<file path="src/rtl/cpu_sequencer.sv">
// Fetch/decode/execute control FSM for the 19-bit CPU: drives the shared load bus,
// runs the memory request/ack handshake with timeout, and counts executed instructions.
module cpu_sequencer #(
    parameter int OPCODE_W    = 4,
    parameter int IR_LATENCY  = 2,
    parameter int MEM_TIMEOUT = 15,
    parameter int CNT_W       = 16
) (
    input  logic                CLK,
    input  logic                RST_N,
    input  logic                START,
    input  logic [OPCODE_W-1:0] OPCODE,
    input  logic                MEM_ACK,
    output logic                MEM_REQ,
    output logic                MEM_WE,
    output logic                ADDR_SEL,
    output logic                LOAD_REG,
    output logic [1:0]          LOAD_SELECT,
    output logic                PC_INC,
    output logic                ALU_EN,
    output logic [OPCODE_W-1:0] ALU_OP,
    output logic                HALTED,
    output logic                BUS_ERR,
    output logic [CNT_W-1:0]    INSTR_COUNT
);

    // Load-bus targets; 0 is reserved for "no load".
    localparam logic [1:0] LOAD_IR  = 2'd1;
    localparam logic [1:0] LOAD_ACC = 2'd2;
    localparam logic [1:0] LOAD_PC  = 2'd3;

    localparam logic [OPCODE_W-1:0] OP_NOP   = OPCODE_W'(0);
    localparam logic [OPCODE_W-1:0] OP_LOAD  = OPCODE_W'(1);
    localparam logic [OPCODE_W-1:0] OP_STORE = OPCODE_W'(2);
    localparam logic [OPCODE_W-1:0] OP_JMP   = OPCODE_W'(3);
    localparam logic [OPCODE_W-1:0] OP_HALT  = OPCODE_W'(15);

    localparam int WW = $clog2(MEM_TIMEOUT + 1);
    localparam int DW = (IR_LATENCY > 1) ? $clog2(IR_LATENCY) : 1;

    typedef enum logic [2:0] {
        S_IDLE, S_FETCH, S_DECODE, S_EXEC, S_MEM, S_HALT
    } state_t;

    state_t                state_q, state_d;
    logic [OPCODE_W-1:0]   op_q;
    logic [WW-1:0]         wait_q;
    logic [DW-1:0]         dec_q;
    logic [CNT_W-1:0]      cnt_q;
    logic                  berr_q;
    logic                  req_st;
    logic                  dec_done;
    logic                  tmo;

    assign req_st   = (state_q == S_FETCH) || (state_q == S_MEM);
    assign dec_done = (state_q == S_DECODE) && (dec_q == DW'(IR_LATENCY - 1));
    // An ack in the final allowed cycle still wins over the timeout.
    assign tmo      = req_st && !MEM_ACK && (wait_q == WW'(MEM_TIMEOUT - 1));

    always_ff @(posedge CLK or negedge RST_N) begin
        if (!RST_N) begin
            state_q <= S_IDLE;
            op_q    <= '0;
            wait_q  <= '0;
            dec_q   <= '0;
            cnt_q   <= '0;
            berr_q  <= 1'b0;
        end else begin
            state_q <= state_d;
            wait_q  <= (req_st && !MEM_ACK) ? wait_q + WW'(1) : '0;
            dec_q   <= (state_q == S_DECODE && !dec_done) ? dec_q + DW'(1) : '0;
            if (dec_done) begin
                op_q  <= OPCODE;
                cnt_q <= cnt_q + CNT_W'(1);
            end
            if (tmo) berr_q <= 1'b1;
        end
    end

    always_comb begin
        state_d     = state_q;
        MEM_REQ     = 1'b0;
        MEM_WE      = 1'b0;
        ADDR_SEL    = 1'b0;
        LOAD_REG    = 1'b0;
        LOAD_SELECT = 2'd0;
        PC_INC      = 1'b0;
        ALU_EN      = 1'b0;
        ALU_OP      = '0;
        case (state_q)
            S_IDLE: if (START) state_d = S_FETCH;
            S_FETCH: begin
                MEM_REQ = 1'b1;
                if (MEM_ACK) begin
                    LOAD_REG    = 1'b1;
                    LOAD_SELECT = LOAD_IR;
                    PC_INC      = 1'b1;
                    state_d     = S_DECODE;
                end else if (tmo) begin
                    state_d = S_HALT;
                end
            end
            S_DECODE: if (dec_done) state_d = S_EXEC;
            S_EXEC: begin
                if (op_q == OP_NOP) begin
                    state_d = S_FETCH;
                end else if (op_q == OP_LOAD || op_q == OP_STORE) begin
                    state_d = S_MEM;
                end else if (op_q == OP_JMP) begin
                    LOAD_REG    = 1'b1;
                    LOAD_SELECT = LOAD_PC;
                    ADDR_SEL    = 1'b1;
                    state_d     = S_FETCH;
                end else if (op_q == OP_HALT) begin
                    state_d = S_HALT;
                end else begin
                    ALU_EN      = 1'b1;
                    ALU_OP      = op_q;
                    LOAD_REG    = 1'b1;
                    LOAD_SELECT = LOAD_ACC;
                    state_d     = S_FETCH;
                end
            end
            S_MEM: begin
                MEM_REQ  = 1'b1;
                ADDR_SEL = 1'b1;
                MEM_WE   = (op_q == OP_STORE);
                if (MEM_ACK) begin
                    if (op_q == OP_LOAD) begin
                        LOAD_REG    = 1'b1;
                        LOAD_SELECT = LOAD_ACC;
                    end
                    state_d = S_FETCH;
                end else if (tmo) begin
                    state_d = S_HALT;
                end
            end
            S_HALT: state_d = S_HALT;
            default: state_d = S_IDLE;
        endcase
    end

    assign HALTED      = (state_q == S_HALT);
    assign BUS_ERR     = berr_q;
    assign INSTR_COUNT = cnt_q;

endmodule

</file>
<file path="config.mk">
export PLATFORM = sky130hd
export DESIGN_NAME = cpu_sequencer
export DESIGN_NICKNAME = d
export VERILOG_FILES = /design/src/rtl/cpu_sequencer.sv
export SDC_FILE = /design/constraint.sdc
export NUM_CORES = 1
export LEC_CHECK = 0
export BUFFER_PORTS_ARGS = -buffer_cell sky130_fd_sc_hd__buf_2
export CORE_MARGIN = 2
export CORE_UTILIZATION = 47
export DETAILED_ROUTE_END_ITERATION = 8
export PLACE_DENSITY = 0.74
export SETUP_SLACK_MARGIN = 0.3
export SLEW_MARGIN = 20
export SYNTH_ARGS = -nofsm -noshare
export SYNTH_HDL_FRONTEND = slang
export SYNTH_SLANG_ARGS = --single-unit
</file>
<file path="constraint.sdc">
create_clock -name CLK -period 1.3 [get_ports CLK]
set_input_delay 0.065 -clock CLK [delete_from_list [all_inputs] [get_ports CLK]]
set_output_delay 0.065 -clock CLK [all_outputs]
set_load 0.03 [all_outputs]
</file>
==> metrics.cfg <==
[cts]
cts_sinks = 29
clk_latency_ns = 0.34
root_buffer = clkbuf_4
cts.htree.levels = 2
tritoncts = built
clk_pin_slew_ns = 0.10
numCtsBuffers = 5
cts_max_path_buffers = 2

[worst_setup_path]
path_class = reg -> out
path_max_fanout = 4
critPathLaunchType = flip-flop
cp.required_ns = 1.24
rrSetupSlack_ns = -0.50
end_kind = output pin
worstPathArrival_ns = 1.93

[die]
fp.dieH_um = 60.3
rows = 20
initial_core_util = 0.492
die_x_um = 60.3
core_mm2 = 0.00303
pin_count = 38
die_area_mm2 = 0.00363

[yosys]
synth_top_area_share = 0.487
synth_cell_type_count = 40
synth_largest_area_cell = dfrtp_1
yosysWarnings = 0
syn_inst = 147
syn_nets = 158
ys_ff_latch = 29
syn_area_mm2 = 0.00149
seq_area_frac_synth = 0.487
synth_area_leaders = dfrtp_1 (49%), xnor2_1 (7.6%), nand2_1 (7.1%)
avgSynthCellArea_um2 = 10.1

[routing]
vias = 1630
drc = 0
drt-initial-drc-count = 104
wl_um = 6030
avgViaCountPerCell = 5.47
wl_per_cell_um = 20.2
drtPass1Iterations = 5
ant_nets = 0

[placed_design]
port_buffers = 37
place_area_mm2 = 0.00212
dp_hpwl_um = 2770
pre_cts_slack_ns = -0.235
routabilityCongestion = 0.831

[sta]
fmax_mhz = 501
worstMarginPinSlew_ns = 0.652
hold_viol_final = 0
setup_slack_ns = -0.695
period_needed_ns = 2.00
drv_slew = 0
setup-violations-final = 42
rsz0062_at_grt = true
tns_ns = -15.73
maxSlewHeadroom = 0.565
fin_skew_ns = 0.0142
period_share = 1.53

[outcome]
violations = setup timing
status = finished, violations left

[pwr]
total_leakage_power_nw = 1.37
p_per_area_mw_per_mm2 = 1700
worst_ir_drop_vdd_mv = 1.33
p_total_mw = 4.83

[job]
maxCapViolations = 0

[grt]
globalRouteOverflowTotal = 0
track_usage = 0.300
grt_max_degree = 30
antenna_found_initial = 0
grt_pass1_wl_um = 7820
grt_pass1_vias = 1702

[finish]
final_common_cell = buf_4
drive_above_1_share = 0.665
areaGrowthSynthToFinish_pct = 90.6
mostFrequentLayoutCells = buf_4 (45), buf_6 (44), nand2_1 (21)
fin_area_mm2 = 0.00284
nets = 264
final_util = 0.937
antenna_cells = 0

[hold_path]
hold_class = in -> reg

==> kinds of logic (layout without fill, tap and decap cells) <==
logic type / Yosys count / after routing / share of synthesized area
buffers and inverters: 7 / 114 / 0.0311
xor gates and xnor gates: 18 / 18 / 0.106
and+or+nand+nor: 78 / 78 / 0.294
adders and majority gates: 3 / 3 / 0.0252
DFF: 29 / 29 / 0.487
AOI/OAI and AO/OA: 12 / 12 / 0.0563
==> routing by layer <==
layer / GRT usage / wire (um) / share of wire / vias to the layer above
li1: - / - / - / 722
met1: 0.326 / 2350 / 0.39 / 824
met2: 0.545 / 3260 / 0.54 / 69
met3: 0.0736 / 265 / 0.044 / 15
met4: 0.130 / 151 / 0.025 / 0
met5: 0 / 0 / 0 / -
==> flip-flops by register name, summed over array words and instances (netlist names) <==
name,flops
INSTR_COUNT,16
op_q,4
wait_q,4
state_q,3
BUS_ERR,1
dec_q,1
==> stage by stage <==
stage | instances | hold slack [ns]
floorplan | 147 | -0.231
global placement | 262 | 0.109
detailed placement | 262 | 0.121
CTS | 290 | 0.126
global route | 298 | 0.163
finish | 298 | 0.168
==> worst paths after layout <==
kind,start,endpoint,cells past startpoint
max,state_q[2],LOAD_REG,6
min,MEM_ACK,state_q[2],4
max reg2reg,state_q[0],INSTR_COUNT[10],7
min reg2reg,INSTR_COUNT[4],INSTR_COUNT[4],1
max in group asynchronous,RST_N,INSTR_COUNT[1],2
min in group asynchronous,RST_N,BUS_ERR,2
==> where the power goes <==
part | internal [mW] | total (mW) | switching [mW]
clock network | 0.215 | 0.549 | 0.334
logic | 1.45 | 3.00 | 1.55
registers | 1.06 | 1.28 | 0.223
total | 2.72 | 4.83 | 2.11
==> worst max-delay path: stages (launching register included) <==
cell and delay, ns:
dfrtp_1 0.44, nand3b_1 0.31, buf_4 0.22, a211oi_4 0.23, a41o_2 0.16, nand2b_4 0.12, buf_6 0.12
==> repair_timing <==
| action | in CTS | in global routing |
|---|---|---|
| gates resized for setup | 93 | 25 |
| hold buffers | 5 | 0 |
| hold endpoints to repair | 33 | 0 |
| buffers inserted | 15 | 8 |
| setup endpoints to repair | 57 | 56 |
| pin swaps | 27 | 16 |
| cloned | 0 | 0 |
==> cells in the mapped netlist, drive strengths merged <==
cell type	count
nor3	7
nand3b	2
nand2b	4
or3b	1
o21bai	1
nand2	28
and2	3
a21oi	2
and3	2
inv	3
nor4	3
a21boi	1
or4	1
nor2b	1
and4	1
or3	1
dfrtp	29
nand4bb	1
o22ai	2
xor2	5
buf	4
xnor2	13
a41o	1
a2111oi	2
and3b	1
nand4	4
nor3b	1
o21ai	2
a211oi	1
nand3	5
nor2	11
ha	3
or2	1
==> final cells by class <==
class | instances | area (um^2)
sequential | 29 | 741
tap | 44 | 55.1
timing repair buffer | 103 | 928
inverter | 3 | 16.3
clock buffer | 8 | 48.8
fill | 90 | 190
multi-input combinational | 111 | 1050
Power figures use the tool's default switching activity.
